===== src/rtl/rom_sequencer_pkg.sv =====
// rom_sequencer_pkg: shared definitions for the ROM note sequencer.
//   state_t      - sequencer FSM state encoding
//   END_ALL_ONES - END marker source; each user slices its low DW bits
//   cnt_width()  - width of the note-duration counter for a given hold time
package rom_sequencer_pkg;

   typedef enum logic [1:0] {
      S_IDLE = 2'd0,
      S_ADDR = 2'd1,
      S_DATA = 2'd2,
      S_HOLD = 2'd3
   } state_t;

   // A ROM word of all ones marks the end of the melody.
   localparam logic [63:0] END_ALL_ONES = '1;

   // clog2(dur)+1 bits always holds dur-1 with headroom, so the counter
   // cannot wrap while a note is held.
   function automatic int cnt_width(input int dur);
      return $clog2(dur) + 1;
   endfunction

endpackage


===== src/rtl/rom_sequencer_if.sv =====
// rom_sequencer_if: control, ROM and note signals of the sequencer.
//   start, stop  - level requests toward the sequencer
//   addr         - ROM address from the sequencer (1-cycle-latency ROM)
//   rom_data     - ROM word for the address sampled one cycle earlier
//   note         - current note divisor (0 = silence)
//   note_strobe  - single-cycle pulse in the cycle note takes a new value
//   playing      - high while a melody is in progress
//   done         - single-cycle pulse on normal melody end
//   state_dbg    - current FSM state, for observation only
// Handshake: there is no back-pressure. start/stop are levels sampled at
// every clock edge; note_strobe acts as a valid qualifier for note and the
// consumer must accept the new note in the strobe cycle.
interface rom_sequencer_if #(
   parameter int AW = 5,
   parameter int DW = 16
);
   import rom_sequencer_pkg::*;

   logic          start;
   logic          stop;
   logic [AW-1:0] addr;
   logic [DW-1:0] rom_data;
   logic [DW-1:0] note;
   logic          note_strobe;
   logic          playing;
   logic          done;
   state_t        state_dbg;

   modport master (
      output start, stop, rom_data,
      input  addr, note, note_strobe, playing, done, state_dbg
   );

   modport slave (
      input  start, stop, rom_data,
      output addr, note, note_strobe, playing, done, state_dbg
   );

endinterface


===== src/rtl/rom_sequencer_note_timer.sv =====
// note_timer: loadable up-counter that measures how long a note is held.
//   clk, rst - clock and synchronous active-high reset
//   load     - clear the count to zero (takes priority over en)
//   en       - count up by one; the count stops at the terminal value
//   tc       - high while the count equals TC
module note_timer #(
   parameter int W  = 2,
   parameter int TC = 1
) (
   input  logic clk,
   input  logic rst,
   input  logic load,
   input  logic en,
   output logic tc
);

   localparam logic [W-1:0] TC_VAL = W'(TC);

   logic [W-1:0] count;

   always_ff @(posedge clk) begin
      if (rst) begin
         count <= '0;
      end else if (load) begin
         count <= '0;
      end else if (en && !tc) begin
         count <= count + W'(1);
      end
   end

   assign tc = (count == TC_VAL);

endmodule


===== src/rtl/rom_sequencer.sv =====
// rom_sequencer: steps through an external synchronous ROM of note divisors,
// holding each note for DUR cycles.
//   clk, rst - clock and synchronous active-high reset
//   bus      - rom_sequencer_if slave: start/stop in, ROM address/data,
//              note, note_strobe, playing, done and state_dbg out
// Each word costs ADDR (ROM samples addr) + DATA (word arrives) + DUR HOLD
// cycles. An all-ones word or the last address ends the melody, or restarts
// it at address 0 when LOOP=1.
module rom_sequencer
   import rom_sequencer_pkg::*;
#(
   parameter int AW   = 5,
   parameter int DW   = 16,
   parameter int DUR  = 3000000,
   parameter int LOOP = 0
) (
   input logic            clk,
   input logic            rst,
   rom_sequencer_if.slave bus
);

   localparam int            CW        = cnt_width(DUR);
   localparam logic [DW-1:0] END_WORD  = END_ALL_ONES[DW-1:0];
   localparam logic [AW-1:0] ADDR_LAST = '1;

   state_t        state;
   logic [AW-1:0] addr_q;
   logic [DW-1:0] note_q;
   logic          strobe_q;
   logic          playing_q;
   logic          done_q;
   logic          hold_tc;

   // Restart the count as each word is latched; it only advances in HOLD.
   note_timer #(
      .W  (CW),
      .TC (DUR - 1)
   ) u_timer (
      .clk  (clk),
      .rst  (rst),
      .load (state == S_DATA),
      .en   (state == S_HOLD),
      .tc   (hold_tc)
   );

   always_ff @(posedge clk) begin
      if (rst) begin
         state     <= S_IDLE;
         addr_q    <= '0;
         note_q    <= '0;
         strobe_q  <= 1'b0;
         playing_q <= 1'b0;
         done_q    <= 1'b0;
      end else begin
         strobe_q <= 1'b0;
         done_q   <= 1'b0;
         if (state != S_IDLE && bus.stop) begin
            // Abort: silent and idle, with no done and no strobe.
            state     <= S_IDLE;
            addr_q    <= '0;
            note_q    <= '0;
            playing_q <= 1'b0;
         end else begin
            case (state)
               S_IDLE: begin
                  if (bus.start && !bus.stop) begin
                     addr_q    <= '0;
                     playing_q <= 1'b1;
                     state     <= S_ADDR;
                  end
               end
               S_ADDR: state <= S_DATA;
               S_DATA: begin
                  if (bus.rom_data == END_WORD) begin
                     addr_q <= '0;
                     if (LOOP != 0) begin
                        state <= S_ADDR;
                     end else begin
                        note_q    <= '0;
                        playing_q <= 1'b0;
                        done_q    <= 1'b1;
                        state     <= S_IDLE;
                     end
                  end else begin
                     note_q   <= bus.rom_data;
                     strobe_q <= 1'b1;
                     state    <= S_HOLD;
                  end
               end
               S_HOLD: begin
                  if (hold_tc) begin
                     if (addr_q != ADDR_LAST) begin
                        addr_q <= addr_q + AW'(1);
                        state  <= S_ADDR;
                     end else if (LOOP != 0) begin
                        addr_q <= '0;
                        state  <= S_ADDR;
                     end else begin
                        // Last word played: end without reading past it.
                        addr_q    <= '0;
                        note_q    <= '0;
                        playing_q <= 1'b0;
                        done_q    <= 1'b1;
                        state     <= S_IDLE;
                     end
                  end
               end
               default: state <= S_IDLE;
            endcase
         end
      end
   end

   assign bus.addr        = addr_q;
   assign bus.note        = note_q;
   assign bus.note_strobe = strobe_q;
   assign bus.playing     = playing_q;
   assign bus.done        = done_q;
   assign bus.state_dbg   = state;

endmodule


===== src/flat_wrapper.sv =====
// flat-port wrapper written by rule: the top's interface ports become plain ports
module rom_sequencer_flat import rom_sequencer_pkg::*;
#(
   parameter int AW   = 5,
   parameter int DW   = 16,
   parameter int DUR  = 3000000,
   parameter int LOOP = 0
)
  (clk, rst, bus_start, bus_stop, bus_rom_data, bus_addr, bus_note, bus_note_strobe, bus_playing, bus_done, bus_state_dbg);
  rom_sequencer_if #(.AW(AW), .DW(DW)) bus_i ();
  input logic clk;
  input logic rst;
  input wire logic [$bits(bus_i.start)-1:0] bus_start;
  input wire logic [$bits(bus_i.stop)-1:0] bus_stop;
  input wire logic [$bits(bus_i.rom_data)-1:0] bus_rom_data;
  output wire logic [$bits(bus_i.addr)-1:0] bus_addr;
  output wire logic [$bits(bus_i.note)-1:0] bus_note;
  output wire logic [$bits(bus_i.note_strobe)-1:0] bus_note_strobe;
  output wire logic [$bits(bus_i.playing)-1:0] bus_playing;
  output wire logic [$bits(bus_i.done)-1:0] bus_done;
  output wire logic [$bits(bus_i.state_dbg)-1:0] bus_state_dbg;
  assign bus_i.start = bus_start;
  assign bus_i.stop = bus_stop;
  assign bus_i.rom_data = bus_rom_data;
  assign bus_addr = bus_i.addr;
  assign bus_note = bus_i.note;
  assign bus_note_strobe = bus_i.note_strobe;
  assign bus_playing = bus_i.playing;
  assign bus_done = bus_i.done;
  assign bus_state_dbg = bus_i.state_dbg;
  rom_sequencer #(.AW(AW), .DW(DW), .DUR(DUR), .LOOP(LOOP)) u_core (.clk(clk), .rst(rst), .bus(bus_i));
endmodule

===== config.mk =====
export PLATFORM = sky130hd
export DESIGN_NAME = rom_sequencer_flat
export DESIGN_NICKNAME = d
export VERILOG_FILES = /design/src/rtl/rom_sequencer_pkg.sv /design/src/rtl/rom_sequencer_if.sv /design/src/rtl/rom_sequencer_note_timer.sv /design/src/rtl/rom_sequencer.sv /design/src/flat_wrapper.sv
export SDC_FILE = /design/constraint.sdc
export NUM_CORES = 1
export LEC_CHECK = 0
export ABC_AREA = 1
export CAP_MARGIN = 20
export CORE_MARGIN = 2
export CORE_UTILIZATION = 40
export CTS_CLUSTER_DIAMETER = 120
export DETAILED_ROUTE_END_ITERATION = 8
export MAX_ROUTING_LAYER = met4
export PLACE_DENSITY = 0.64
export SLEW_MARGIN = 20
export SYNTH_ARGS = -nofsm -noshare
export SYNTH_HDL_FRONTEND = slang
export SYNTH_SLANG_ARGS = --single-unit

===== constraint.sdc =====
create_clock -name clk -period 3.07 [get_ports clk]
set_clock_uncertainty 0.05 [all_clocks]
set_input_delay 0.307 -clock clk [delete_from_list [all_inputs] [get_ports clk]]
set_output_delay 0.307 -clock clk [all_outputs]
set_load 0.01 [all_outputs]

==> out/results.ini <==
[synthesis]
synthTopCellsByArea = dfxtp_1 36%, nand2_1 20%, nor2_1 11%, a21oi_1 7.4%, inv_1 4.2%
ys_top_cells_by_count = 141 x nand2_1, 77 x nor2_1, 49 x dfxtp_1
post_synth_num_cell_types = 25
synth_xor_area_frac = 0.0227
ys_warn_count = 0
avgSynthCellArea_um2 = 6.30
synth_top_area_cell = dfxtp_1
postSynthCellCount = 428
synthSimpleGateAreaFrac = 0.425
synth_top_area_share = 0.364
synth_top_family_by_area = simple AND/OR/NAND/NOR gates
netlist_area_um2 = 2700
ys_ff_latch = 49
synth_nets = 451
ys_seq_area_frac = 0.364
synthAdderAreaFrac = 0.0139
synthMuxAreaShare = 0
synth_async_sr_flop_share = 0
synth_compound_area_frac = 0.0952
ys.flop_type = dfxtp_1
synth_edf_count = 0
synth_most_common_cell = nand2_1

[route]
viasPerCell = 4.96
drt-initial-drc-count = 137
num_vias = 2713
drtPass1Iterations = 4
drc = 0
wl_um = 6830
avgRoutedWirePerCell_um = 12.5
ant_nets = 0

[critical_path]
r2r-end = u_core.bus.note[6]
crit_required_ns = 3.22
cp-startpoint = u_core.u_timer.count[0]
r2r_start = u_core.u_timer.count[0]
cp-start-kind = flop
ff2ff_setup_slack_ns = 0.70
critPathCaptureType = flop
crit_type = flop to flop
cp-endpoint = u_core.bus.note[6]
r2r_cells = 8
cp_max_fo = 40
cp.arrival_ns = 2.51

[layout]
diodes = 0
drive_above_1_share = 0.0511
num-fill-cells = 673
fin_nets = 492
synthToLayoutAreaGrowth_pct = 20.9

[global_routing]
grt_first_pass_wirelength_um = 11300
antenna_found_initial = 0
grt_overflow = 0
grt_max_degree = 41
grt_pass1_vias = 2367
grtUsageTotal = 0.194

[clock_network]
post_cts_resized = 0
clk_path_buf_depth = 2
cts_root_buf = clkbuf_8
cts_num_sinks = 49
cts_setup_buffers = 0
htreeDepth = 2
path_clk_slew_ns = 0.09
insertion_delay_ns = 0.30
cts_tree = yes
ctsHoldBuffers = 0
numCtsBuffers = 5

[sta]
setup_tns_ns = 0
grt_setup_unrepaired = no
worst_pin_slew_ns = 0.708
setup_viol = 0
fin_crit_sh = 0.771
timing.final.crit_period_ns = 2.37
finalMaxSlewViolations = 0
hold_viol_final = 0
clock.fmax_ghz = 0.423
slew-limit-headroom = 0.526

[floorplanning]
start_util = 0.420
die_h_um = 86.1
die_area_um2 = 7410
coreArea_um2 = 6420
fp.dieW_um = 86.1
ioPinCount = 46
rows = 29

[power]
p_leak_nw = 1.19
power_density_nw_per_um2 = 625
max-vdd-ir-drop_mv = 0.446
finalPower_w = 0.00204

[flow_run]
cap_violations = 0

[run_status]
status = completed

[worst_hold_path]
min_path_type = flop to flop

[placement]
gp_congestion = 0.909
portBuffers = 45
hpwl_um = 5090

## through the flow
step	cells	instance area (um2)	setup WS [ns]	hold WS (ns)	utilization
after detailed placement	539	3170	0.737	0.398	0.493
after global routing	547	3260	0.463	0.433	0.507
after CTS	547	3260	0.718	0.415	0.507
after floorplan	428	2700	1.10	0.398	-
after global placement	539	3170	0.811	0.390	0.493
final	547	3260	0.704	0.405	0.507
## report_power, final
| group | total, W | switching [W] | internal (W) | leakage, nW |
|---|---|---|---|---|
| clock network | 0.000391 | 0.000229 | 0.000162 | 0.0445 |
| logic | 0.000835 | 0.000483 | 0.000352 | 0.747 |
| registers | 0.000809 | 0.0000750 | 0.000734 | 0.397 |
| total | 0.00204 | 0.000787 | 0.00125 | 1.19 |
## worst max-delay path, stage by stage (launching register included)
cell	delay [ns]
dfxtp_1	0.38
ha_1	0.29
nand3_2	0.13
nor2_1	0.15
nand3_2	0.13
nand2_4	0.34
nand2_1	0.43
o21ai_0	0.28
nor2_1	0.05
## worst min-delay path by stage
stage	startpoint	end	slack [ns]	cells after the start
6_report	u_core.bus.playing	u_core.bus.playing	0.41	2
5_1_grt	u_core.bus.playing	u_core.bus.playing	0.43	2
4_1_cts	u_core.bus.playing	u_core.bus.playing	0.42	2
3_5_place_dp	u_core.bus.playing	u_core.bus.playing	0.40	2
3_3_place_gp	u_core.bus.playing	u_core.bus.playing	0.39	2
2_1_floorplan	u_core.u_timer.count[4]	u_core.u_timer.count[4]	0.40	2
## flip-flops by register name (all words and copies together), names as in the netlist
signal and flops:
u_core.bus.note 16, u_core.u_timer.count 23, u_core.bus.done 1, u_core.bus.addr 5, u_core.bus.state_dbg 2, u_core.bus.playing 1, u_core.bus.note_strobe 1
## per-layer routing
metal  global-route usage  share of wire  up-vias  wire length, um
li1                     -              -     1443                -
met1                0.266           0.48     1219             3300
met2                0.293           0.47       43             3190
met3               0.0337          0.037        8              251
met4               0.0519          0.013        0               87
met5                    -              0        -                0
## area by class of cell
cell class	count	area, um2	area share
Multi-Input combinational cell	333	1500	0.461
Sequential cell	49	981	0.301
Timing Repair Buffer	47	465	0.143
Inverter	33	124	0.0380
Tap cell	77	96.3	0.0296
Clock buffer	5	68.8	0.0211
Clock inverter	3	21.3	0.00653
## kinds of logic (layout without fill, tap and decap cells)
kind of cell | Yosys count | in the layout
DFF | 49 | 49
AOI/OAI and AO/OA | 51 | 51
xor gates and xnor gates | 7 | 7
buffers and inverters | 46 | 88
and+or+nand+nor | 272 | 272
adders and majority gates | 3 | 3
## cells in the final DEF (no fill, tap or decap), drive strengths merged
cell / netlist / final
dfxtp: 49 / 49
nand3b: 5 / 5
and3: 1 / 1
nand2: 143 / 143
nand3: 22 / 22
a21oi: 40 / 40
ha: 3 / 3
xnor2: 4 / 4
clkdlybuf4s50: 0 / 45
buf: 9 / 2
xor2: 3 / 3
clkinv: 0 / 1
nand4: 14 / 14
nor2: 81 / 81
inv: 33 / 34
o21ai: 10 / 10
or2: 3 / 3
clkbuf: 4 / 5
o22ai: 1 / 1
nor3: 3 / 3
clkinvlp: 0 / 1
Power figures use the tool's default switching activity.
